### config.mk
export PLATFORM = sky130hd
export DESIGN_NAME = c_pmon
export DESIGN_NICKNAME = d
export VERILOG_FILES = /design/src/rtl/c_pmon.sv
export SDC_FILE = /design/constraint.sdc
export NUM_CORES = 1
export LEC_CHECK = 0
export BUFFER_PORTS_ARGS = -buffer_cell sky130_fd_sc_hd__buf_4
export CAP_MARGIN = 20
export CORE_ASPECT_RATIO = 0.7
export CORE_MARGIN = 3
export CORE_UTILIZATION = 30
export CTS_BUF_LIST = sky130_fd_sc_hd__clkbuf_4
export DETAILED_ROUTE_END_ITERATION = 6
export PLACE_DENSITY = 0.55
export SLEW_MARGIN = 20
export SYNTH_ARGS = -nofsm -noshare
export SYNTH_HDL_FRONTEND = slang
export SYNTH_SLANG_ARGS = --single-unit
### constraint.sdc
create_clock -name s_clk -period 2.8 [get_ports s_clk]
set_input_delay 0.42 -clock s_clk [delete_from_list [all_inputs] [get_ports s_clk]]
set_output_delay 0.42 -clock s_clk [all_outputs]
set_load 0.02 [all_outputs]
### src/rtl/c_pmon.sv
// Power-good supervisor for a regulator output rail.
// Tracks ramp-up, asserts pgood after a settle window, latches UV/OV/timeout faults.
module c_pmon #(
  parameter int uv_th = 450,
  parameter int ov_th = 550,
  parameter int hyst  = 10,
  parameter int tdly  = 100,
  parameter int tdeg  = 3,
  parameter int tto   = 2000
) (
  input  logic        s_clk,
  input  logic        s_rst,
  input  logic [15:0] vin,
  input  logic        en,
  output logic        pgood,
  output logic        fault,
  output logic [1:0]  fcode,
  output logic [1:0]  state
);

  typedef enum logic [1:0] {
    S_OFF  = 2'd0,
    S_RAMP = 2'd1,
    S_GOOD = 2'd2,
    S_FLT  = 2'd3
  } st_t;

  localparam logic signed [16:0] UV_T  = 17'(uv_th);
  localparam logic signed [16:0] OV_T  = 17'(ov_th);
  localparam logic signed [16:0] UV_LO = 17'(uv_th - hyst);
  localparam logic signed [16:0] OV_HI = 17'(ov_th + hyst);
  localparam logic [15:0] DLY_L = 16'(tdly - 1);
  localparam logic [15:0] DEG_L = 16'(tdeg - 1);
  localparam logic [15:0] TTO_L = 16'(tto - 1);

  st_t st, st_n;
  logic [15:0] win_cnt, win_n;
  logic [15:0] tmo_cnt, tmo_n;
  logic [15:0] deg_cnt, deg_n;
  logic [1:0]  fc_n;

  logic signed [16:0] vx;
  logic in_win, r_ov, g_uv, g_ov, g_bad;

  assign vx     = {vin[15], vin};
  assign in_win = (vx >= UV_T) && (vx <= OV_T);
  assign r_ov   = vx > OV_T;
  assign g_uv   = vx < UV_LO;
  assign g_ov   = vx > OV_HI;
  assign g_bad  = g_uv | g_ov;

  function automatic logic [15:0] sat_inc(input logic [15:0] c);
    return (c == 16'hFFFF) ? c : c + 16'd1;
  endfunction

  always_comb begin
    st_n  = st;
    fc_n  = fcode;
    win_n = win_cnt;
    tmo_n = tmo_cnt;
    deg_n = deg_cnt;
    if (!en) begin
      st_n  = S_OFF;
      fc_n  = 2'd0;
      win_n = '0;
      tmo_n = '0;
      deg_n = '0;
    end else begin
      unique case (st)
        S_OFF: begin
          st_n  = S_RAMP;
          fc_n  = 2'd0;
          win_n = '0;
          tmo_n = '0;
          deg_n = '0;
        end
        S_RAMP: begin
          tmo_n = sat_inc(tmo_cnt);
          win_n = in_win ? sat_inc(win_cnt) : '0;
          deg_n = r_ov ? sat_inc(deg_cnt) : '0;
          if (r_ov && deg_cnt == DEG_L) begin
            st_n = S_FLT;
            fc_n = 2'd2;
          end else if (in_win && win_cnt == DLY_L) begin
            st_n = S_GOOD;
          end else if (tmo_cnt == TTO_L) begin
            st_n = S_FLT;
            fc_n = 2'd3;
          end
          if (st_n != S_RAMP) begin
            win_n = '0;
            tmo_n = '0;
            deg_n = '0;
          end
        end
        S_GOOD: begin
          deg_n = g_bad ? sat_inc(deg_cnt) : '0;
          if (g_bad && deg_cnt == DEG_L) begin
            st_n  = S_FLT;
            fc_n  = g_uv ? 2'd1 : 2'd2;
            deg_n = '0;
          end
        end
        S_FLT: ;
        default: st_n = S_OFF;
      endcase
    end
  end

  always_ff @(posedge s_clk) begin
    if (s_rst) begin
      st      <= S_OFF;
      fcode   <= 2'd0;
      pgood   <= 1'b0;
      fault   <= 1'b0;
      win_cnt <= '0;
      tmo_cnt <= '0;
      deg_cnt <= '0;
    end else begin
      st      <= st_n;
      fcode   <= fc_n;
      pgood   <= (st_n == S_GOOD);
      fault   <= (st_n == S_FLT);
      win_cnt <= win_n;
      tmo_cnt <= tmo_n;
      deg_cnt <= deg_n;
    end
  end

  assign state = st;

endmodule
# Yosys cells after proc, flatten, opt, wreduce, memory -nomap -nowiden
# Cells that the tools add are included.
[classes]
addsub = 3
muxes = 27
magnitude_cmp = 5
reduce_logical = 11
n_bitwise = 2
eq_ne = 16
[op_table]
columns = ["op", "count"]
rows = [
  ["16-bit two-way mux", 10],
  ["16-bit one-hot mux with 2 select lines", 2],
  ["16-bit by 1-bit adder with 16-bit output (second input constant)", 3],
  ["16-bit == test (second input constant)", 3],
  ["16-bit one-hot mux with 3 select lines", 1],
  ["16-bit by 11-bit > comparator with 1-bit output (second input constant)", 2],
  ["2-bit two-way mux", 12],
  ["16-bit by 11-bit == test with 1-bit output (second input constant)", 1],
  ["16-bit by 2-bit == test with 1-bit output (second input constant)", 1],
  ["16-bit by 7-bit == test with 1-bit output (second input constant)", 1],
  ["16-bit by 10-bit greater-or-equal comparator with 1-bit output (second input constant)", 1],
  ["16-bit by 11-bit less-or-equal comparator with 1-bit output (second input constant)", 1],
  ["16-bit by 10-bit < comparator with 1-bit output (second input constant)", 1],
  ["2-bit one-hot mux with 3 select lines", 2],
  ["3-bit inequality test (second input constant)", 3],
  ["2-bit == test (second input constant)", 3],
  ["1-bit logical AND", 4],
  ["4-bit inequality test (second input constant)", 1],
  ["2-bit AND reduction", 2],
  ["4-bit AND reduction", 1],
  ["3-bit nonzero test", 1],
  ["2-bit by 1-bit == test with 1-bit output (second input constant)", 1],
  ["2-bit logical NOT", 1],
  ["2-bit by 1-bit inequality test with 1-bit output (second input constant)", 1],
  ["5 further kinds", 5],
]
[word_totals]
out_inout_bits = 6
word_cells = 71
register_bits = 54

# Logic depth before layout (Yosys ltp)
[logic_depth]
ltp_word = 10
mapped_depth = 10
ltp_nobuf = 8

# Least setup slack after synthesis
# No wires, ideal clock.
[synth_path]
path_type = "input to register"
startpoint = "input port vin[8]"
endpoint = "register win_cnt[11]"
path_slack_ps = 209
required_ps = 2731
stages = 7
n_path_buf = 1
t_arrival_ps = 2522
path_cell_list = "or4b_1 or3_1 a21o_1 or4b_1 clkbuf_2 or3_1 o21ai_1"
[synth_between]
elab_chain_len = 10
elab_cells_between_ends = 16
cone_classes = "3 x order compare; 2 x eq/ne; 7 x mux; 4 x reduce/logical"
[synth_rtl]
columns = ["element", "line_no", "text"]
rows = [
  ["start: declaration", "13", "input logic [15:0] vin,"],
  ["16-bit by 10-bit greater-or-equal comparator with 1-bit output or 16-bit by 11-bit less-or-equal comparator with 1-bit output (tied branches)", "46", "assign in_win = (vx >= UV_T) && (vx <= OV_T);"],
  ["1-bit logical AND", "46", ""],
  ["1-bit logical AND", "84", "end else if (in_win && win_cnt == DLY_L) begin"],
  ["2-bit two-way mux", "84", ""],
  ["2-bit two-way mux", "81", "if (r_ov && deg_cnt == DEG_L) begin"],
  ["2-bit two-way mux", "69", "unique case (st)"],
  ["2-bit two-way mux", "62", "if (!en) begin"],
  ["2-bit by 1-bit inequality test with 1-bit output", "90", "if (st_n != S_RAMP) begin"],
  ["4-bit inequality test (no source line) or 16-bit two-way mux (tied branches)", "n/a", ""],
  ["2-bit AND reduction (no source line) or 16-bit one-hot mux with 2 select lines (tied branches)", "n/a", ""],
  ["end signal: assignment", "124", "win_cnt <= win_n;"],
  ["end: declaration", "37", "logic [15:0] win_cnt, win_n;"],
]
# Parallel ways exist; a longest one is shown, timed or not. The select of a mux whose other input is x is not followed.
# A chain may end at the register's enable or synchronous reset.

# Final worst setup path
[layout_path]
startpoint = "register tmo_cnt[4]"
endpoint = "register deg_cnt[6]"
[layout_between]
elab_chain_len = 9
[layout_rtl]
columns = ["element", "line_no", "text"]
rows = [
  ["start: declaration", "38", "logic [15:0] tmo_cnt, tmo_n;"],
  ["start signal: assignment", "125", "tmo_cnt <= tmo_n;"],
  ["16-bit by 11-bit == test with 1-bit output", "86", "end else if (tmo_cnt == TTO_L) begin"],
  ["2-bit two-way mux", "86", ""],
  ["2-bit two-way mux", "84", ""],
  ["2-bit two-way mux", "81", ""],
  ["2-bit two-way mux", "69", ""],
  ["2-bit two-way mux", "62", ""],
  ["2-bit by 1-bit inequality test with 1-bit output", "90", ""],
  ["16-bit two-way mux", "90", ""],
  ["16-bit one-hot mux with 3 select lines", "69", ""],
  ["end signal: assignment", "126", "deg_cnt <= deg_n;"],
  ["end: declaration", "39", "logic [15:0] deg_cnt, deg_n;"],
]
# No other way between the ends. The select of a mux whose other input is x is not followed.

==> metrics.txt <==
setup violators final 0; vias in the first global route around 3,000; unique cell type count in the Yosys netlist 54; HPWL reported at the end of detailed placement approximately 7000 um; worst setup path endpoint deg_cnt[6]; CTS Sinks between 50 and 60; Final Hold Viols 0; P&R area growth vs syn 18.1%; Yosys top cell by area dfxtp_1; Hold Buf Count CTS 0; NumNets Final between 500 and 600; CTS tree yes; row cnt 31; Area after DPL 3840 um2; number of fill cells 1,131; leakage power ~1.4 nW; vias approximately 3,400; worst setup path startpoint tmo_cnt[4]; Fmax around 370 MHz; Synth top area share approximately 33%; Max Cap Viol 0; fin worst setup slack roughly 120 ps; global-route wire length before repair between 15,000 and 20,000 um; pre-CTS WS about 35 ps; Max-slew headroom a little under 60%; Crit Path Class flip-flop to flip-flop; IR Drop Worst-Case VDD around 0.14 mV; syn avg cell area ~7.5 um2; Worst-Margin Slew about 620 ps; synth top area cells dfxtp_1 (33%), nand2_1 (6.0%), nand3_1 (4.7%); Core Region around 11,000 um2; post-synthesis sequential area ratio roughly a third; FF/Latch Area between 1000 and 1500 um2; drt first pass iters 5; CP cell instances or4b_2 > or4_1 > o211ai_1 > buf_4 > o22ai_1 > buf_4 > a21oi_1 > o21ai_0; Final Max Slew Viols 0; die area roughly 12,000 um2; most frequent cell after synthesis dfxtp_1; DRT iter0 DRCs about 340; Power, Total 1.24 mW; All-Layer GR Usage 15.3%; top_reg_cell synth dfxtp_1; flops & latches, synth 54; cts bufs inserted 5; R2R cell count 8; multi-input logic area approximately 2100 um2; startpoint types flip-flop; layout cells sized above 1 roughly 14%; Worst path top cell family by delay simple AND/OR/NAND/NOR gates; width of the die between 100 and 150 um; clock skew ~26 ps; Avg WL per Cell around 14 um; final WL 9140 um; crit-path max FO 10; Initial Util 31.5%; post-route cell area between 3000 and 4000 um2; Mapped Area about 3300 um2; die height between 90 and 100 um; CTS H-tree lvls 2; minimum clock period about 2700 ps; setup TNS 0 ps; critical path's slowest cell or4b_2; Worst path depth 8; worst r2r dst deg_cnt[6]; worst path bufs/invs 2; post-CTS setup buffers 0; number of synthesis warnings 0; pwr/cell area ~310 nW/um2; WP data required 3080 ps; CTS resizes 0; Tcrit/Tclk final between 90% and 100%; cell count after placement between 600 and 700; fraction of registers with async set/reset 0%; DRC 0; Reg-to-Reg Start tmo_cnt[4]; RSZ-0062 raised after global routing false; crit path capture type flip-flop; worst hold path type input port to flip-flop; via/cell ratio around 5.3; synthesized instance count 444; clock root buffer clkbuf_4; CP Data Arrival Time approximately 3000 ps; Finished Layout Cells about 640; Post-Syn Nets approximately 470; Clk pin slew, worst setup/hold paths 170 ps; slowest stage delay, CP ~630 ps; antenna violations before repair 0; Worst-Skew Late Latency around 400 ps; maximum clock path buffer count 2; Post-synth EDFFs 0; most frequent CP cell buf_4; Post-synth top cells dfxtp_1 (54), nand2_1 (53), nor2_1 (39); DRT antenna net count 0; reg2reg setup slack around 120 ps; largest net degree at the start of global routing 17; IO Port Bufs 24; GPL Wtd Cong a little under 0.9; status finished, final reports clean; grt ovf 0; Ports 25
-- worst min-delay path by stage --
stage | start | end | slack (ps) | cells past startpoint
3_3_place_gp | deg_cnt[11] | deg_cnt[11] | 480 | 1
6_report | s_rst | state[0] | 200 | 2
3_5_place_dp | deg_cnt[11] | deg_cnt[11] | 480 | 1
5_1_grt | s_rst | state[0] | 170 | 2
2_1_floorplan | deg_cnt[11] | deg_cnt[11] | 450 | 1
4_1_cts | s_rst | state[0] | 190 | 2
-- metal layers --
layer	global-route usage (%)	wire length, um
met1	24.4	5170
met3	3.21	558
met4	3.93	138
met5	0	0
met2	20.0	3270
-- state kept, by name, indices dropped and copies added, names as in the netlist --
register and cells:
deg_cnt 16, fault 1, fcode 2, pgood 1, state 2, tmo_cnt 16, win_cnt 16
-- placed cells by master, fill, tap and decap left out, types with 7 or more instances in the layout --
cell type	n
xnor2_1	10
nand2_1	53
a31oi_1	13
dfxtp_1	54
o21ai_0	19
buf_4	53
nor2_1	39
nand3_1	31
or3_1	7
a21oi_1	21
nor3_1	19
inv_1	22
and3_1	10
nor2b_1	7
nor4_1	13
nand4_1	14
ha_1	9
-- cell families (layout without fill, tap and decap cells) --
kind of cell / Yosys count / in the layout / share of synthesized area, %
and+or+nand+nor: 222 / 222 / 34.4
AOI/OAI and AO/OA: 105 / 105 / 21.1
DFF: 54 / 54 / 32.5
buffers and inverters: 38 / 83 / 4.41
xor gates and xnor gates: 16 / 16 / 4.22
adders and majority gates: 9 / 9 / 3.39
other: 0 / 1 / 0
-- stage by stage --
step,utilization (%),hold WS (ps)
global placement,36.4,478
detailed placement,36.4,484
floorplan,-,452
global route,37.2,175
CTS,36.9,186
finish,37.2,203
-- where the power goes --
part	switching, mW	total, mW	internal, mW
clock network	0.266	0.360	0.0941
registers	0.00107	0.772	0.771
logic	0.0575	0.103	0.0457
total	0.325	1.24	0.910
-- area by class of cell --
type                    count  share of cell area, %
repair buffers             53                   10.1
clock inverters             3                  0.415
inverters                  22                   2.10
multi-input cells         352                   54.0
well taps                 148                   4.72
clock buffers               5                  0.957
diodes                      1                 0.0638
flip-flops and latches     54                   27.6
Note: power is estimated with default switching activity, not from simulation.
